## src/rtl/squash_unit_l2.sv

```systemverilog
// Registered, age-ordered squash arbiter with commit-tracked head pointer.
// Optional shadow filter enabled by defining SQUASH_UNIT_L2_SHADOW_FILTER_EN.
module squash_unit_l2 #(
    parameter int unsigned p_num_arb       = 4,
    parameter int unsigned p_seq_num_bits  = 5,
    parameter int unsigned p_target_bits   = 32,
    parameter int unsigned p_shadow_cycles = 3
) (
    input  logic                                  clk,
    input  logic                                  rst,
    input  logic [p_num_arb-1:0]                  arb_val,
    input  logic [p_num_arb*p_seq_num_bits-1:0]   arb_seq_num,
    input  logic [p_num_arb*p_target_bits-1:0]    arb_target,
    output logic                                  gnt_val,
    output logic [p_seq_num_bits-1:0]             gnt_seq_num,
    output logic [p_target_bits-1:0]              gnt_target,
    input  logic                                  commit_val,
    input  logic [p_seq_num_bits-1:0]             commit_seq_num
);

    typedef logic [p_seq_num_bits-1:0] seq_t;
    typedef logic [p_target_bits-1:0]  tgt_t;

    localparam int unsigned lp_levels = (p_num_arb > 1) ? $clog2(p_num_arb) : 0;
    localparam int unsigned lp_leaves = 1 << lp_levels;
    localparam int unsigned lp_nodes  = 2 * lp_leaves - 1;

    seq_t head_q, head_d;

    // Heap-ordered compare tree: node n has children 2n+1 and 2n+2, leaves at the tail.
    logic node_val [lp_nodes];
    seq_t node_seq [lp_nodes];
    seq_t node_rel [lp_nodes];
    tgt_t node_tgt [lp_nodes];

    for (genvar i = 0; i < lp_leaves; i++) begin : g_leaf
        if (i < p_num_arb) begin : g_real
            assign node_val[lp_leaves-1+i] = arb_val[i];
            assign node_seq[lp_leaves-1+i] = arb_seq_num[i*p_seq_num_bits +: p_seq_num_bits];
            assign node_tgt[lp_leaves-1+i] = arb_target[i*p_target_bits +: p_target_bits];
            assign node_rel[lp_leaves-1+i] =
                arb_seq_num[i*p_seq_num_bits +: p_seq_num_bits] - head_q;
        end else begin : g_pad
            assign node_val[lp_leaves-1+i] = 1'b0;
            assign node_seq[lp_leaves-1+i] = '0;
            assign node_tgt[lp_leaves-1+i] = '0;
            assign node_rel[lp_leaves-1+i] = '0;
        end
    end

    // Left subtree holds lower indices, so ties resolve to the lowest index.
    for (genvar n = 0; n < lp_leaves - 1; n++) begin : g_node
        logic take_left;
        assign take_left = node_val[2*n+1] &&
                           (!node_val[2*n+2] || (node_rel[2*n+1] <= node_rel[2*n+2]));
        assign node_val[n] = take_left ? node_val[2*n+1] : node_val[2*n+2];
        assign node_seq[n] = take_left ? node_seq[2*n+1] : node_seq[2*n+2];
        assign node_tgt[n] = take_left ? node_tgt[2*n+1] : node_tgt[2*n+2];
        assign node_rel[n] = take_left ? node_rel[2*n+1] : node_rel[2*n+2];
    end

    logic cand_val;
    seq_t cand_seq;
    tgt_t cand_tgt;
    logic accept;

    assign cand_val = node_val[0];
    assign cand_seq = node_seq[0];
    assign cand_tgt = node_tgt[0];

`ifdef SQUASH_UNIT_L2_SHADOW_FILTER_EN
    localparam int unsigned lp_cnt_bits = $clog2(p_shadow_cycles + 1);
    typedef logic [lp_cnt_bits-1:0] cnt_t;

    seq_t shadow_seq_q, shadow_seq_d;
    cnt_t shadow_cnt_q, shadow_cnt_d;
    seq_t shadow_rel;

    assign shadow_rel = shadow_seq_q - head_q;
    // Only a strictly older candidate may pass an active shadow.
    assign accept = cand_val && ((shadow_cnt_q == '0) || (node_rel[0] < shadow_rel));

    always_comb begin
        shadow_seq_d = shadow_seq_q;
        shadow_cnt_d = shadow_cnt_q;
        if (accept) begin
            shadow_seq_d = cand_seq;
            shadow_cnt_d = cnt_t'(p_shadow_cycles);
        end else if (commit_val && (commit_seq_num == shadow_seq_q)) begin
            shadow_cnt_d = '0;
        end else if (shadow_cnt_q != '0) begin
            shadow_cnt_d = shadow_cnt_q - cnt_t'(1);
        end
    end

    always_ff @(posedge clk or posedge rst) begin
        if (rst) begin
            shadow_seq_q <= '0;
            shadow_cnt_q <= '0;
        end else begin
            shadow_seq_q <= shadow_seq_d;
            shadow_cnt_q <= shadow_cnt_d;
        end
    end
`else
    logic unused_shadow;
    assign unused_shadow = (p_shadow_cycles != 0) ^ (^node_rel[0]);
    assign accept = cand_val;
`endif

    always_comb begin
        head_d = head_q;
        if (commit_val) begin
            head_d = commit_seq_num + seq_t'(1);
        end
    end

    always_ff @(posedge clk or posedge rst) begin
        if (rst) begin
            head_q      <= '0;
            gnt_val     <= 1'b0;
            gnt_seq_num <= '0;
            gnt_target  <= '0;
        end else begin
            head_q  <= head_d;
            gnt_val <= accept;
            if (accept) begin
                gnt_seq_num <= cand_seq;
                gnt_target  <= cand_tgt;
            end
        end
    end

endmodule

```

## config.mk

```make
export PLATFORM = sky130hd
export DESIGN_NAME = squash_unit_l2
export DESIGN_NICKNAME = d
export VERILOG_FILES = /design/src/rtl/squash_unit_l2.sv
export SDC_FILE = /design/constraint.sdc
export NUM_CORES = 1
export LEC_CHECK = 0
export ABC_AREA = 1
export BUFFER_PORTS_ARGS = -buffer_cell sky130_fd_sc_hd__buf_2
export CAP_MARGIN = 20
export CORE_MARGIN = 2
export CORE_UTILIZATION = 50
export DETAILED_ROUTE_END_ITERATION = 16
export PLACE_DENSITY = 0.88
export SYNTH_ARGS = -nofsm -noshare
export SYNTH_HDL_FRONTEND = slang
export SYNTH_SLANG_ARGS = --single-unit
export TNS_END_PERCENT = 100
```

## constraint.sdc

```tcl
create_clock -name clk -period 5.02 [get_ports clk]
set_input_delay 0 -clock clk [delete_from_list [all_inputs] [get_ports clk]]
set_output_delay 0 -clock clk [all_outputs]
set_load 0.05 [all_outputs]
```

==> results of run 1 <==
[area by class of cell]
cell class	count	area, sq um
fillers	869	3420
flip-flops and latches	43	1080
well taps	111	139
inverters	172	646
clock buffers	6	72.6
repair buffers	208	1090
clock inverters	1	30.0
multi-input cells	521	2680
[how the worst max path moves through the flow]
stage,from,cells after the start,end,slack [ns]
final,head_q[0]$_DFFE_PP0P_,24,gnt_seq_num[1]$_DFFE_PP0P_,0.44
after global routing,head_q[0]$_DFFE_PP0P_,24,gnt_seq_num[1]$_DFFE_PP0P_,0.08
after CTS,head_q[0]$_DFFE_PP0P_,24,gnt_seq_num[1]$_DFFE_PP0P_,0.51
after detailed placement,head_q[0]$_DFFE_PP0P_,24,gnt_seq_num[1]$_DFFE_PP0P_,0.55
after global placement,head_q[0]$_DFFE_PP0P_,24,gnt_target[11]$_DFFE_PP0P_,0.79
after floorplan,head_q[0]$_DFFE_PP0P_,28,gnt_target[1]$_DFFE_PP0P_,1.37
[cell usage in the layout (no fill, tap or decap), drive strengths merged]
cell / instances
bufinv: 1
dfrtp: 43
a21boi: 2
a21oi: 14
inv: 172
xnor2: 10
ha: 32
clkbuf: 6
buf: 203
o21ai: 17
fa: 4
dlygate4sd3: 5
xor2: 8
nand2: 268
nand3: 161
nor2: 5
[cells in the mapped netlist, types with 2 or more instances]
library cell	n	share of area [%]
nand2_1	267	21
inv_1	170	14
nand3_1	160	17
dfrtp_1	43	23
ha_1	32	8.6
o21ai_0	16	1.7
buf_6	14	3.4
a21oi_1	12	1.3
clkbuf_1	10	0.80
xnor2_1	10	1.9
buf_2	8	0.86
xor2_1	8	1.5
buf_4	6	0.96
fa_1	4	1.7
nor2_1	4	0.32
a21boi_1	2	0.32
inv_2	2	0.16
[logic make-up (layout without fill, tap and decap cells)]
| logic type | after synthesis | after routing | synth area share (%) |
|---|---|---|---|
| simple gates | 434 | 434 | 39.3 |
| buf+inv | 211 | 387 | 19.9 |
| flops | 43 | 43 | 23.0 |
| fa+ha+maj | 36 | 36 | 10.3 |
| compound gates | 33 | 33 | 4.20 |
| xor+xnor | 18 | 18 | 3.37 |
[worst min-delay path, delay by kind of cell]
kind,cells,cell delay (ns)
xor gates and xnor gates,1,0.06
buffers and inverters,1,0.09
AOI/OAI and AO/OA,1,0.15
[power groups by stage]
| stage | registers (W) | clock network (W) | logic [W] |
|---|---|---|---|
| after global routing | 0.000615 | 0.000286 | 0.00231 |
| final | 0.000594 | 0.000267 | 0.00210 |
| after detailed placement | 0.000598 | 0 | 0.00209 |
| after global placement | 0.000596 | 0 | 0.00206 |
| after floorplan | 0.00114 | 0 | 0.00113 |
| after CTS | 0.000593 | 0.000271 | 0.00210 |
[per-stage QoR]
step	power [W]	util, %
CTS	0.00296	62.6
floorplan	0.00227	-
global route	0.00321	62.6
finish	0.00296	62.6
detailed placement	0.00269	61.0
global placement	0.00265	61.0
[what timing repair did]
action / 4_1_cts / 5_1_grt
endpoints found under the hold margin: 47 / 0
hold buffers: 5 / 0
setup buffers: 0 / 0
[registers in the layout (all words and copies together), names as in the netlist]
register,count
gnt_target,32
gnt_val,1
head_q,5
gnt_seq_num,5
[routing by layer]
metal | track usage (%) | part of all wire [%] | vias to the layer above
met2 | 46.1 | 48 | 257
met5 | 0 | 0 | -
li1 | - | - | 2694
met4 | 8.22 | 2.1 | 0
met1 | 34.1 | 42 | 2368
met3 | 3.47 | 8.4 | 30
==> impl_metrics.json, run 1 <==
{
  "hold_end": "head_q[3]$_DFFE_PP0P_",
  "power_frac_comb_pct": 70.9,
  "synth_area_sq_um": 4680,
  "p_sw_w": 0.00171,
  "cts_resized": 0,
  "crit_type": "flop to flop",
  "dp_hpwl_um": 10000,
  "drt-total-wl_um": 13600,
  "whs_ns": 0.0487,
  "final_cell_area_sq_um": 5730,
  "drive_gt1_share_pct": 22.9,
  "final.period_utilization_pct": 91.3,
  "fin_skew_ns": 0.00482,
  "fmax_mhz": 218,
  "cp_max_fo": 37,
  "die_area_sq_um": 10200,
  "track_usage_pct": 26.5,
  "start_util_pct": 51.1,
  "required_ns": 5.26,
  "p_leak_nw": 3.74,
  "cp_num_buf_inv": 1,
  "r2r_cells": 24,
  "p_seq_share_pct": 20.0,
  "tritoncts": "yes",
  "crit_path_end_kind": "flop",
  "dpl_worst_slack_ns": 0.553,
  "critPathSlowestCell": "dfrtp_1",
  "worst_r2r_startpoint": "head_q[0]$_DFFE_PP0P_",
  "grt_overflow": 0,
  "yosysUniqueCellTypes": 24,
  "cpMostUsedCell": "nand2_1",
  "cts_buffers": 5,
  "hp-class": "input pin to flop",
  "coreArea_sq_um": 9150,
  "syn_inst": 775,
  "arrival_ns": 4.82,
  "slew_violations": 0,
  "start_kind": "flop",
  "clkLatencyLatePin_ns": 0.29,
  "status": "complete, no violations",
  "synth-edff-count": 0,
  "ys_seq_area_share_pct": 23.0,
  "antenna_cells": 0,
  "drv_cap": 0,
  "via_count": 5349,
  "grt_pass1_vias": 4904,
  "port_buffers": 197,
  "ys.flop_type": "dfrtp_1",
  "grt_max_degree": 44,
  "fin_cells": 1062,
  "ys_ff_latch": 43,
  "clockRootBuffer": "clkbuf_8",
  "syn_avg_cell_area_sq_um": 6.04,
  "crit_chain": "ha_1, inv_1, fa_1, nand3_1, nand2_1, xnor2_1, ha_1, nand2_1, nor2_1, nand2_1, nand3_1, nand2_1, nand2_1, o21ai_0, ha_1, nand2_1, nor2_2, a21oi_2, nand2_2, o21ai_4, nand3_1, nand2_1, nand2_1, nand2_1",
  "p_per_area_nw_per_um2": 517,
  "cpPeakStageDelay_ns": 0.46,
  "placed_area_sq_um": 5580,
  "clk_pin_slew_worst_paths_ns": 0.08,
  "numPlacedInstances": 1050,
  "die_x_um": 101,
  "reg2reg_setup_slack_ns": 0.44,
  "cts_max_level": 2,
  "finalHoldViolations": 0,
  "cts_max_path_buffers": 2,
  "irDropWorstVdd_v": 0.000254,
  "dr.pass1.iters": 5,
  "die_y_um": 101,
  "antenna_found_initial": 0,
  "r2r-end": "gnt_seq_num[1]$_DFFE_PP0P_",
  "cp_top_family": "simple AND/OR/NAND/NOR gates",
  "wl_per_cell_um": 12.8,
  "worst_slew_pin_slew_ns": 1.03,
  "worst_slack_ns": 0.436,
  "fin_nets": 1147,
  "grt_pass1_wl_um": 21700,
  "syn-num-nets": 971,
  "cts_sinks": 43,
  "drtIter0Drc": 290,
  "min_from": "commit_seq_num[3]",
  "tns_ns": 0,
  "ys_warn_count": 0,
  "p_int_w": 0.00126,
  "setup_viol": 0,
  "area_growth_pct": 22.5,
  "route.detailed.drc": 0,
  "min_period_ns": 4.58,
  "async_flop_share_pct": 100,
  "rows": 35,
  "io_pins": 198,
  "drtAntennaViolNets": 0,
  "viasPerCell": 5.04,
  "hold_depth": 3,
  "rsz0062_at_grt": "no",
  "slew_headroom_pct": 31.3,
  "p_clk_share_pct": 9.0,
  "netSwitchingFraction_pct": 57.6,
  "routabilityCongestion": 0.928
}
No activity file was read; power rests on OpenSTA's default activity.
==> run 2: changes to the inputs <==
BUFFER_PORTS_ARGS = -buffer_cell sky130_fd_sc_hd__buf_4   (was -buffer_cell sky130_fd_sc_hd__buf_2)
==> run 2 against run 1 <==
Compared with the run above:
- via count decreased by 0.41%
- sequential cell count stayed put
- combinational power is 6% higher
- first-iteration DRC count grew 17%
- count of clock-buffer cells in the layout decreased by 1
- worst hold slack worse by 0.0057 ns
- critical endpoint is now gnt_target[15]$_DFFE_PP0P_
- largest power group unchanged
==> impl_metrics.json, run 2 (same netlist as run 1, synthesis figures left out) <==
{
  "status": "complete, no violations",
  "setup_viol": 0,
  "die_area_sq_um": 10200,
  "cts_max_level": 2,
  "tritoncts": "yes",
  "clk_pin_slew_worst_paths_ns": 0.10,
  "dr.pass1.iters": 6,
  "utilization_pct": 68.0,
  "drive_gt1_share_pct": 23.2,
  "drtAntennaViolNets": 0,
  "die_x_um": 101,
  "top_register": "gnt_target",
  "arrival_ns": 4.59,
  "coreArea_sq_um": 9150,
  "p_per_area_nw_per_um2": 492,
  "grt_pass1_vias": 4825,
  "fin_skew_ns": 0.00809,
  "clkLatencyLatePin_ns": 0.31,
  "p_leak_nw": 3.91,
  "grt_overflow": 0,
  "die_y_um": 101,
  "top_regs": "gnt_target x32, gnt_seq_num x5, head_q x5",
  "slew_headroom_pct": 27.4,
  "cp_max_fo": 37,
  "drt-total-wl_um": 14300,
  "drtIter0Drc": 338,
  "fin_cells": 1065,
  "num-fill-cells": 857,
  "hp-class": "input pin to flop",
  "slew_violations": 0,
  "irDropWorstVdd_v": 0.000312,
  "rows": 35,
  "largest_register_ffs": 32,
  "cts_sinks": 43,
  "wl_per_cell_um": 13.4,
  "io_pins": 198,
  "track_usage_pct": 27.7,
  "grt_pass1_wl_um": 22500,
  "clockRootBuffer": "clkbuf_8",
  "dp_hpwl_um": 10100,
  "routabilityCongestion": 0.936,
  "grt_max_degree": 44,
  "final.period_utilization_pct": 86.6,
  "layout_commonest_cell": "nand2_1",
  "tns_ns": 0,
  "viasPerCell": 5.00,
  "required_ns": 5.27,
  "min_period_ns": 4.35,
  "via_count": 5327,
  "cts_buffers": 5,
  "numPlacedInstances": 1051,
  "crit_type": "flop to flop",
  "crit_path_end_kind": "flop",
  "cts_max_path_buffers": 2,
  "final_cell_mix": "nand2_1 (267), buf_4 (204), inv_1 (169)",
  "fin_nets": 1149,
  "worst_slack_ns": 0.673,
  "fmax_mhz": 230,
  "route.detailed.drc": 0,
  "antenna_cells": 0,
  "start_util_pct": 51.1,
  "finalHoldViolations": 0,
  "rsz0062_at_grt": "no",
  "antenna_found_initial": 0,
  "seq_area_sq_um": 1080,
  "multiInputGateArea_sq_um": 2680,
  "worst_slew_pin_slew_ns": 1.09,
  "drv_cap": 0,
  "start_kind": "flop",
  "post_cts_buffers": 0,
  "port_buffers": 197,
  "area_growth_pct": 32.9,
  "dpl_worst_slack_ns": 0.785
}
==> run 2: power breakdown <==
part           switching [W]  total [W]  internal (W)
registers          0.0000880   0.000598      0.000510
clock network       0.000141   0.000241     0.0000998
logic                0.00151    0.00222      0.000710
==> run 2: layout make-up <==
type	instances	area share, %
multi-input cells	521	43.0
repair buffers	210	25.6
flip-flops and latches	43	17.3
inverters	172	10.4
well taps	111	2.23
clock buffers	5	1.11
clock inverters	3	0.382
==> run 2: per-stage QoR <==
stage	total power, W	instance area [sq um]	hold slack (ns)
after CTS	0.00305	6220	0.0425
after floorplan	0.00227	4680	0.0964
after global routing	0.00331	6220	0.0715
final	0.00306	6220	0.0431
after detailed placement	0.00281	6070	0.221
after global placement	0.00278	6070	0.206
==> run 2: layer usage <==
layer  share of wire, %  GRT usage (%)
met1                 41           36.1
met2                 48           48.2
met3                9.0           3.95
met4                1.6           7.48
met5                  0              0
==> run 2: path summary, 6_finish.rpt <==
path / from / end / slack, ns / cells past startpoint
worst max-delay path: head_q[0]$_DFFE_PP0P_ / gnt_target[15]$_DFFE_PP0P_ / 0.67 / 26
worst min-delay path: commit_seq_num[1] / head_q[1]$_DFFE_PP0P_ / 0.04 / 4
worst max register to register: head_q[0]$_DFFE_PP0P_ / gnt_target[15]$_DFFE_PP0P_ / 0.67 / 26
worst min register to register: gnt_target[23]$_DFFE_PP0P_ / gnt_target[23]$_DFFE_PP0P_ / 0.49 / 2
max in group asynchronous: rst / gnt_target[1]$_DFFE_PP0P_ / 3.98 / 3
min in group asynchronous: rst / gnt_target[13]$_DFFE_PP0P_ / 0.45 / 3
==> run 2: repair_timing <==
action,CTS,global route
hold endpoints to repair,48,0
gates resized for setup,0,0
hold buffers,6,0
==> run 2: critical path, stage by stage (launching register included) <==
cell     delay, ns
dfrtp_1       0.44
ha_1          0.18
inv_1         0.06
fa_1          0.40
nand3_1       0.09
nand2_1       0.07
xor2_1        0.16
ha_1          0.30
nand2_1       0.08
nor2_1        0.16
nand2_1       0.08
nand3_1       0.07
nand2_1       0.06
nand2_1       0.15
buf_4         0.26
nand2_1       0.07
o21ai_0       0.09
ha_1          0.26
nand2_1       0.08
nor2_2        0.05
a21oi_2       0.21
nand2_2       0.10
o21ai_4       0.40
nand3_1       0.21
nand2_1       0.12
nand2_1       0.05
nand2_1       0.07
==> run 3: changes to the inputs <==
MAX_ROUTING_LAYER = met4   (was unset)
==> run 3 against run 2 <==
Compared with the run above:
- core utilization shrank 0.14 points
- sequential power grew 1%
- setup slack worse by 0.21 ns
- sequential share of layout area barely moved
- clock skew grew 0.0069 ns
- sequential cell count is the same
- register-to-register slack worse by 0.21 ns
- worst hold slack got worse by 0.039 ns
- wire length grew 2.2%
- global-route usage increased by 1.8 points
- critical path depth rose by 1
- critical path type unchanged
==> impl_metrics.json, run 3 (same netlist as run 1, synthesis figures left out) <==
{
  "cts_max_path_buffers": 2,
  "die_area_sq_um": 10200,
  "coreArea_sq_um": 9150,
  "start_kind": "flop",
  "clk_pin_slew_worst_paths_ns": 0.09,
  "arrival_ns": 4.78,
  "clkLatencyLatePin_ns": 0.30,
  "grt_overflow": 0,
  "critPathSlowestCell": "a21oi_4",
  "hp-class": "input pin to flop",
  "finalHoldViolations": 0,
  "slew_headroom_pct": 30.2,
  "num-fill-cells": 853,
  "die_y_um": 101,
  "min_period_ns": 4.55,
  "io_pins": 198,
  "top_regs": "gnt_target x32, gnt_seq_num x5, head_q x5",
  "grt_pass1_vias": 5074,
  "tritoncts": "yes",
  "placed_area_sq_um": 6080,
  "dr.pass1.iters": 5,
  "port_buffers": 197,
  "cts_resized": 0,
  "top_register": "gnt_target",
  "fin_skew_ns": 0.0149,
  "power_frac_comb_pct": 73.0,
  "cts_max_level": 2,
  "reg2reg_setup_slack_ns": 0.47,
  "rows": 35,
  "required_ns": 5.24,
  "die_x_um": 101,
  "hold_depth": 3,
  "cts_buffers": 5,
  "dp_hpwl_um": 10600,
  "fin_nets": 1147,
  "p_clk_share_pct": 7.4,
  "p_sw_w": 0.00173,
  "layout_commonest_cell": "nand2_1",
  "p_seq_share_pct": 19.6,
  "cp-endpoint": "gnt_target[9]$_DFFE_PP0P_",
  "worst_slew_pin_slew_ns": 1.04,
  "r2r-end": "gnt_target[9]$_DFFE_PP0P_",
  "drv_cap": 0,
  "route.detailed.drc": 0,
  "track_usage_pct": 29.6,
  "tns_ns": 0,
  "viasPerCell": 5.03,
  "drt-total-wl_um": 14600,
  "drtAntennaViolNets": 0,
  "p_int_w": 0.00135,
  "crit_path_end_kind": "flop",
  "rsz0062_at_grt": "no",
  "netSwitchingFraction_pct": 56.3,
  "slew_violations": 0,
  "start_util_pct": 51.1,
  "p_per_area_nw_per_um2": 496,
  "cp_num_buf_inv": 3,
  "status": "complete, no violations",
  "p_leak_nw": 3.91,
  "post_cts_buffers": 0,
  "area_growth_pct": 32.6,
  "grt_max_degree": 44,
  "final_cell_mix": "nand2_1 (267), buf_4 (203), inv_1 (169)",
  "cp_max_fo": 25,
  "via_count": 5342,
  "drtIter0Drc": 270,
  "routabilityCongestion": 0.968,
  "path_depth": 27,
  "cts_sinks": 43,
  "clockRootBuffer": "clkbuf_8",
  "final_cell_area_sq_um": 6210,
  "antenna_cells": 0,
  "irDropWorstVdd_v": 0.000291,
  "drive_gt1_share_pct": 23.1,
  "antenna_found_initial": 0,
  "wl_per_cell_um": 13.8,
  "cp-startpoint": "head_q[0]$_DFFE_PP0P_",
  "crit_type": "flop to flop",
  "largest_register_ffs": 32,
  "setup_viol": 0,
  "hold_buffers": 4,
  "worst_r2r_startpoint": "head_q[0]$_DFFE_PP0P_",
  "final.period_utilization_pct": 90.7,
  "r2r_cells": 27,
  "cpMostUsedCell": "nand2_1",
  "grt_pass1_wl_um": 23400,
  "cpPeakStageDelay_ns": 0.45,
  "cp_top_family": "simple AND/OR/NAND/NOR gates",
  "fmax_mhz": 220
}
[run 3: changes by cell type in the layout (fill, tap and decap cells not counted)]
cell           delta
clkinvlp_4        -2
dlygate4sd3_1     -2
buf_12            +1
buf_4             -1
clkbuf_8          +1
clkinv_2          +1
inv_6             -1
[run 3: power groups by stage]
stage / Clock, W / Sequential, W / Combinational (W)
after detailed placement: 0 / 0.000606 / 0.00223
after CTS: 0.000233 / 0.000603 / 0.00224
after floorplan: 0 / 0.00114 / 0.00113
final: 0.000227 / 0.000604 / 0.00225
after global routing: 0.000249 / 0.000625 / 0.00245
after global placement: 0 / 0.000601 / 0.00220
[run 3: final cells by class]
type                       instances  area (sq um)  share of cell area (%)
inverter                         172           646                    10.4
clock buffer                       6          82.6                    1.33
clock inverter                     1          5.00                  0.0806
sequential                        43          1080                    17.3
tap                              111           139                    2.24
timing repair buffer             208          1580                    25.5
multi-input combinational        521          2680                    43.1
[run 3: how the worst min path moves through the flow]
stage	end	startpoint
floorplan	head_q[2]$_DFFE_PP0P_	commit_val
global placement	head_q[2]$_DFFE_PP0P_	commit_val
detailed placement	head_q[2]$_DFFE_PP0P_	commit_val
CTS	head_q[4]$_DFFE_PP0P_	commit_seq_num[4]
global route	head_q[4]$_DFFE_PP0P_	commit_seq_num[4]
finish	head_q[4]$_DFFE_PP0P_	commit_seq_num[4]
[run 3: through the flow]
stage	util [%]	worst slack, ns	cells	power, W	hold WS [ns]
final	67.8	0.467	1062	0.00308	0.00382
after global placement	66.4	0.747	1051	0.00280	0.213
after detailed placement	66.4	0.565	1051	0.00284	0.213
after CTS	67.8	0.533	1062	0.00307	0.00158
after floorplan	-	1.37	775	0.00227	0.0964
after global routing	67.8	0.124	1062	0.00333	0.0230
[run 3: tightest hold or removal path, delay by kind of cell]
kind            cells  cell delay, ns
buf+inv             1            0.08
xor+xnor            1            0.05
compound gates      1            0.13
[run 3: layer usage]
layer	global-route usage, %	wire length [um]	vias to the layer above
li1	-	-	2701
met5	-	0	-
met3	3.05	1120	27
met2	50.2	7060	243
met4	9.06	304	0
met1	37.2	6120	2371
